### config.mk
export PLATFORM = sky130hd
export DESIGN_NAME = adc_spi_responder
export DESIGN_NICKNAME = d
export VERILOG_FILES = /design/src/rtl/adc_spi_responder.sv
export SDC_FILE = /design/constraint.sdc
export NUM_CORES = 1
export LEC_CHECK = 0
export ABC_AREA = 1
export ABC_CLOCK_PERIOD_IN_PS = 1500
export CORE_UTILIZATION = 48
export DETAILED_ROUTE_END_ITERATION = 16
export GPL_TIMING_DRIVEN = 1
export PLACE_DENSITY = 0.79
export SYNTH_ARGS = -nofsm -noshare
export SYNTH_HDL_FRONTEND = slang
export SYNTH_SLANG_ARGS = --single-unit
### constraint.sdc
create_clock -name clk -period 1.5 [get_ports clk]
set_input_delay 0.225 -clock clk [delete_from_list [all_inputs] [get_ports clk]]
set_output_delay 0.225 -clock clk [all_outputs]
set_load 0.03 [all_outputs]
### src/rtl/adc_spi_responder.sv
// adc_spi_responder
// Emulates the output side of the serial ADC. It watches the chip-select and
// SPI clock driven by the SIPO capture controller and shifts a sample out on
// sdata in the ADC frame format: LEAD_ZEROS zero bits, the sample MSB-first,
// then zeros until CS rises.
//
// Ports:
//   clk         system clock (must be >= 4x the SPI clock)
//   reset_b     asynchronous active-low reset
//   cs_in       chip select, active low, asynchronous to clk
//   spi_clk_in  SPI clock, asynchronous to clk; sdata changes after falls
//   use_ext     1 = serialise sample_in, 0 = serialise the internal ramp
//   sample_in   external sample, latched when a frame starts
//   sdata       serial data towards the SIPO data input
//   busy        high while a frame is in progress
//   frame_done  one-clk pulse when a frame ends after the last data bit
//   frame_abort one-clk pulse when CS rises before the last data bit
//   ramp_value  current internal ramp sample
module adc_spi_responder #(
    parameter int DATA_WIDTH = 10,
    parameter int LEAD_ZEROS = 3,
    parameter int FRAME_BITS = 16
) (
    input  logic                  clk,
    input  logic                  reset_b,
    input  logic                  cs_in,
    input  logic                  spi_clk_in,
    input  logic                  use_ext,
    input  logic [DATA_WIDTH-1:0] sample_in,
    output logic                  sdata,
    output logic                  busy,
    output logic                  frame_done,
    output logic                  frame_abort,
    output logic [DATA_WIDTH-1:0] ramp_value
);

    localparam int IDX_W    = $clog2(FRAME_BITS + 1);
    // Index of the last sample bit; a frame is complete once it was presented.
    localparam int LAST_BIT = LEAD_ZEROS + DATA_WIDTH - 1;

    typedef enum logic {
        IDLE  = 1'b0,
        SHIFT = 1'b1
    } state_t;

    // Synchroniser stages plus a history stage for edge detection.
    logic r_cs_meta, r_cs_sync, r_cs_hist;
    logic r_sck_meta, r_sck_sync, r_sck_hist;

    state_t                r_state,   w_state_nx;
    logic [IDX_W-1:0]      r_bit_idx, w_bit_idx_nx;
    logic [DATA_WIDTH-1:0] r_shift,   w_shift_nx;
    logic                  r_ext_lat, w_ext_lat_nx;
    logic                  r_sdata,   w_sdata_nx;
    logic                  r_busy,    w_busy_nx;
    logic                  r_done,    w_done_nx;
    logic                  r_abort,   w_abort_nx;
    logic [DATA_WIDTH-1:0] r_ramp,    w_ramp_nx;
    logic                  r_armed,   w_armed_nx;

    logic w_cs_fall, w_cs_rise, w_sck_fall;

    assign w_cs_fall  =  r_cs_hist & ~r_cs_sync;
    assign w_cs_rise  = ~r_cs_hist &  r_cs_sync;
    assign w_sck_fall =  r_sck_hist & ~r_sck_sync;

    // Serial bit presented at frame index k for latched sample s.
    function automatic logic bit_at(input logic [IDX_W-1:0] k,
                                    input logic [DATA_WIDTH-1:0] s);
        int                    ki;
        logic [DATA_WIDTH-1:0] s_shl;
        ki    = int'(k);
        s_shl = '0;
        if (ki >= LEAD_ZEROS && ki <= LAST_BIT) begin
            s_shl = s << (ki - LEAD_ZEROS);
        end
        return s_shl[DATA_WIDTH-1];
    endfunction

    // Synchronisers reset low so that a CS already low at reset release is
    // never mistaken for a falling edge while armed.
    always_ff @(posedge clk or negedge reset_b) begin
        if (!reset_b) begin
            r_cs_meta  <= 1'b0;
            r_cs_sync  <= 1'b0;
            r_cs_hist  <= 1'b0;
            r_sck_meta <= 1'b0;
            r_sck_sync <= 1'b0;
            r_sck_hist <= 1'b0;
        end else begin
            // NOTE: non-blocking assignments make each stage take the previous
            // stage's old value, giving a real flop chain rather than one wire.
            r_cs_meta  <= cs_in;
            r_cs_sync  <= r_cs_meta;
            r_cs_hist  <= r_cs_sync;
            r_sck_meta <= spi_clk_in;
            r_sck_sync <= r_sck_meta;
            r_sck_hist <= r_sck_sync;
        end
    end

    always_comb begin
        // NOTE: every next-value gets a default first so no path through the
        // case statement leaves a variable unassigned (no latch inferred).
        w_state_nx   = r_state;
        w_bit_idx_nx = r_bit_idx;
        w_shift_nx   = r_shift;
        w_ext_lat_nx = r_ext_lat;
        w_sdata_nx   = r_sdata;
        w_busy_nx    = r_busy;
        w_done_nx    = 1'b0;
        w_abort_nx   = 1'b0;
        w_ramp_nx    = r_ramp;
        w_armed_nx   = r_armed | r_cs_sync;

        case (r_state)
            IDLE: begin
                w_sdata_nx = 1'b0;
                w_busy_nx  = 1'b0;
                if (w_cs_fall && r_armed) begin
                    w_shift_nx   = use_ext ? sample_in : r_ramp;
                    w_ext_lat_nx = use_ext;
                    w_bit_idx_nx = '0;
                    w_busy_nx    = 1'b1;
                    w_state_nx   = SHIFT;
                end
            end
            SHIFT: begin
                // CS rise takes priority over a coincident SCLK fall, so the
                // completeness check sees the index before any increment.
                if (w_cs_rise) begin
                    w_state_nx = IDLE;
                    w_busy_nx  = 1'b0;
                    w_sdata_nx = 1'b0;
                    if (int'(r_bit_idx) >= LAST_BIT) begin
                        w_done_nx = 1'b1;
                        if (!r_ext_lat) begin
                            w_ramp_nx = r_ramp + DATA_WIDTH'(1);
                        end
                    end else begin
                        w_abort_nx = 1'b1;
                    end
                end else if (w_sck_fall) begin
                    if (int'(r_bit_idx) < FRAME_BITS) begin
                        w_bit_idx_nx = r_bit_idx + IDX_W'(1);
                    end
                    w_sdata_nx = bit_at(w_bit_idx_nx, r_shift);
                end
            end
            default: w_state_nx = IDLE;
        endcase
    end

    always_ff @(posedge clk or negedge reset_b) begin
        if (!reset_b) begin
            r_state   <= IDLE;
            r_bit_idx <= '0;
            r_shift   <= '0;
            r_ext_lat <= 1'b0;
            r_sdata   <= 1'b0;
            r_busy    <= 1'b0;
            r_done    <= 1'b0;
            r_abort   <= 1'b0;
            r_ramp    <= '0;
            r_armed   <= 1'b0;
        end else begin
            r_state   <= w_state_nx;
            r_bit_idx <= w_bit_idx_nx;
            r_shift   <= w_shift_nx;
            r_ext_lat <= w_ext_lat_nx;
            r_sdata   <= w_sdata_nx;
            r_busy    <= w_busy_nx;
            r_done    <= w_done_nx;
            r_abort   <= w_abort_nx;
            r_ramp    <= w_ramp_nx;
            r_armed   <= w_armed_nx;
        end
    end

    assign sdata       = r_sdata;
    assign busy        = r_busy;
    assign frame_done  = r_done;
    assign frame_abort = r_abort;
    assign ramp_value  = r_ramp;

endmodule

==> impl_metrics.env <==
export IMPL_finalCritPeriodShare_pct=108
export IMPL_dp_hpwl_mm=3.03
export IMPL_core_area_sq_um=3740
export IMPL_slowest_delay_ps=400
export IMPL_relSlewSlack_pct=68.0
export IMPL_cts_buffers_inserted=5
export IMPL_initialDrtViolationCount=63
export IMPL_powerDensity_nw_per_um2=1270
export IMPL_syn_num_nets=251
export IMPL_clk_pin_slew_ps=80
export IMPL_vdd_drop_max_v=0.000905
export IMPL_root_buffer="clkbuf_8"
export IMPL_cts_tree="done"
export IMPL_vias=1721
export IMPL_crit_path_start_kind="flip-flop"
export IMPL_grt_overflow_total=0
export IMPL_ant_nets=0
export IMPL_path_class="reg2reg"
export IMPL_p_int_uw=2340
export IMPL_area_delta_synth_final_pct=39.8
export IMPL_netlist_instances=231
export IMPL_die_height_um=65.3
export IMPL_layout_commonest_cell="nand2_1"
export IMPL_dieArea_sq_um=4260
export IMPL_finalHoldViolCount=0
export IMPL_initial_core_util_pct=51.4
export IMPL_grt_pass1_vias=1563
export IMPL_fillCellCount=283
export IMPL_p_sw_share_pct=31.2
export IMPL_layout_setup_ws_ps=-127
export IMPL_arrival_ps=1870
export IMPL_worstReg2RegStart="r_bit_idx[0]$_DFFE_PN0P_"
export IMPL_rsz0062_at_grt="yes"
export IMPL_max_freq_mhz=614
export IMPL_drv_cap=0
export IMPL_pwr_share_seq_pct=35.1
export IMPL_crit_path_end_kind="flip-flop"
export IMPL_path_cells="inv_2, ha_4, nand2_4, nand2_4, ha_4, inv_4, nand2_4, nor2_4, a21oi_2, nor2_1, nand2_1, nand2_1"
export IMPL_dr_pass1_iters=4
export IMPL_htree_levels=2
export IMPL_nets=310
export IMPL_cpMostUsedCell="nand2_4"
export IMPL_total_leakage_power_uw=0.00138
export IMPL_final_cell_mix="nand2_1, dfrtp_1, inv_1"
export IMPL_port_buffers=28
export IMPL_row_count=22
export IMPL_hold_path_class="in2reg"
export IMPL_track_usage_pct=22.1
export IMPL_min_delay_start="cs_in"
export IMPL_crit_start="r_bit_idx[0]$_DFFE_PN0P_"
export IMPL_cts_buffer_depth=2
export IMPL_die_width_um=65.3
export IMPL_drive_above_1_share_pct=23.4
export IMPL_place_area_sq_um=2430
export IMPL_postLayoutCellArea_sq_um=2690
export IMPL_worstPathMaxFanout=3
export IMPL_grt_max_degree=39
export IMPL_wl_per_cell_um=13.1
export IMPL_vias_per_cell=5.08
export IMPL_combPwrFrac_pct=34.2
export IMPL_avgSynthCellArea_sq_um=8.33
export IMPL_drt_total_wl_mm=4.44
export IMPL_ys_ff_latch=38
export IMPL_power_share_clock_pct=30.7
export IMPL_antenna_cells=0
export IMPL_skew_ps=8.59
export IMPL_pin_count=29
export IMPL_dpl_cell_count=324
export IMPL_antenna_found_initial=0
export IMPL_status="finished with violations"
export IMPL_violations="negative setup slack"
export IMPL_grt_pass1_wl_mm=7.03
export IMPL_ys_warn_count=0
export IMPL_cts_sinks=38
export IMPL_period_minus_slack_ps=1630
export IMPL_ys_seq_area_share_pct=49.4
export IMPL_yosysUniqueCellTypes=28
export IMPL_setup_viol_count_final=1
export IMPL_slew_violations=0
export IMPL_clk_latency_ps=300
export IMPL_gp_congestion=0.799
export IMPL_netSwitchingPower_uw=1060
export IMPL_critPathSlowestCell="dfrtp_1"
export IMPL_syn_area_sq_um=1920
export IMPL_tightest_slew_ps=480
export IMPL_fin_cells=339
export IMPL_drc=0
export IMPL_worst_ep_required_time_ps=1740
synth_stat cells, drive strengths merged:
library cell	instances	area, sq um
nand2	61	251
inv	41	156
dfrtp	38	951
nor2	23	111
o21ai	11	55.1
nand3	10	55.1
o211ai	8	60.1
xor2	8	70.1
a21oi	6	33.8
ha	5	62.6
nand4	5	31.3
o22ai	4	25.0
a31oi	2	12.5
clkbuf	2	7.51
nor3	2	10.0
buf	1	5.00
clkinv	1	3.75
nand3b	1	7.51
o21a	1	7.51
or2	1	6.26
layer usage:
metal / vias up / wire length, um / track usage, %
met4: 0 / 116 / 8.97
met3: 12 / 164 / 5.73
met5: - / 0 / 0
met1: 817 / 1850 / 27.4
li1: 845 / - / -
met2: 47 / 2310 / 36.6
worst paths after layout:
kind	end	slack (ps)	cells past startpoint
min in group asynchronous	r_ext_lat$_DFFE_PN0P_	530	3
worst max register to register	sdata$_DFFE_PN0P_	-130	12
worst min register to register	r_cs_sync$_DFF_PN0_	370	0
max in group asynchronous	r_shift[4]$_DFFE_PN0P_	630	3
worst max-delay path	sdata$_DFFE_PN0P_	-130	12
worst min-delay path	r_cs_meta$_DFF_PN0_	370	1
state kept, by name, summed over array words and instances, names as in the netlist:
signal / cells
busy: 1
frame_abort: 1
frame_done: 1
r_armed: 1
r_bit_idx: 5
r_cs_hist: 1
r_cs_meta: 1
r_cs_sync: 1
r_ext_lat: 1
r_sck_hist: 1
r_sck_meta: 1
r_sck_sync: 1
r_shift: 10
r_state: 1
ramp_value: 10
sdata: 1
through the flow:
stage               setup slack [ps]  TNS, ps  hold slack [ps]  total power, uW  util [%]
floorplan                      -86.9    -86.9            -70.6             1800         -
CTS                             -162     -162              360             3210      68.7
detailed placement              -167     -167              299             2140      64.8
finish                          -127     -127              366             3410      71.8
global route                    -241     -389              363             3580      71.8
global placement                -118     -118              293             2110      64.8
power groups by stage:
stage          registers, uW  clock network (uW)  logic, uW
6_report                1190                1050       1160
5_1_grt                 1210                1090       1280
4_1_cts                 1190                1060        967
2_1_floorplan           1210                   0        581
3_5_place_dp            1210                   0        928
3_3_place_gp            1200                   0        904
critical path: cells and delay by family, from the launching register on:
| kind | cells | cell delay (ps) |
|---|---|---|
| and+or+nand+nor | 7 | 500 |
| adders and majority gates | 2 | 460 |
| DFF | 1 | 400 |
| buffers and inverters | 2 | 160 |
| AOI/OAI and AO/OA | 1 | 50 |
cell type report:
cell class,instances,area (sq um),share of cell area [%]
Tap cell,48,60.1,2.23
Sequential cell,38,951,35.4
Inverter,42,163,6.05
Multi-Input combinational cell,148,902,33.6
Clock buffer,5,68.8,2.56
Timing Repair Buffer,55,475,17.7
Clock inverter,3,68.8,2.56
cell families after synthesis:
family | count (synthesis) | share of synthesized area (%)
buf+inv | 45 | 8.98
simple gates | 103 | 24.6
xor+xnor | 8 | 3.64
flops | 38 | 49.4
fa+ha+maj | 5 | 3.25
compound gates | 32 | 10.1
timing repair:
item,in CTS,in global routing
hold endpoints to repair,38,0
hold buffers,1,0
gates resized for setup,18,18
setup endpoints to repair,15,4
setup buffers,0,6
pin swaps,8,15
Power figures use the tool's default switching activity.
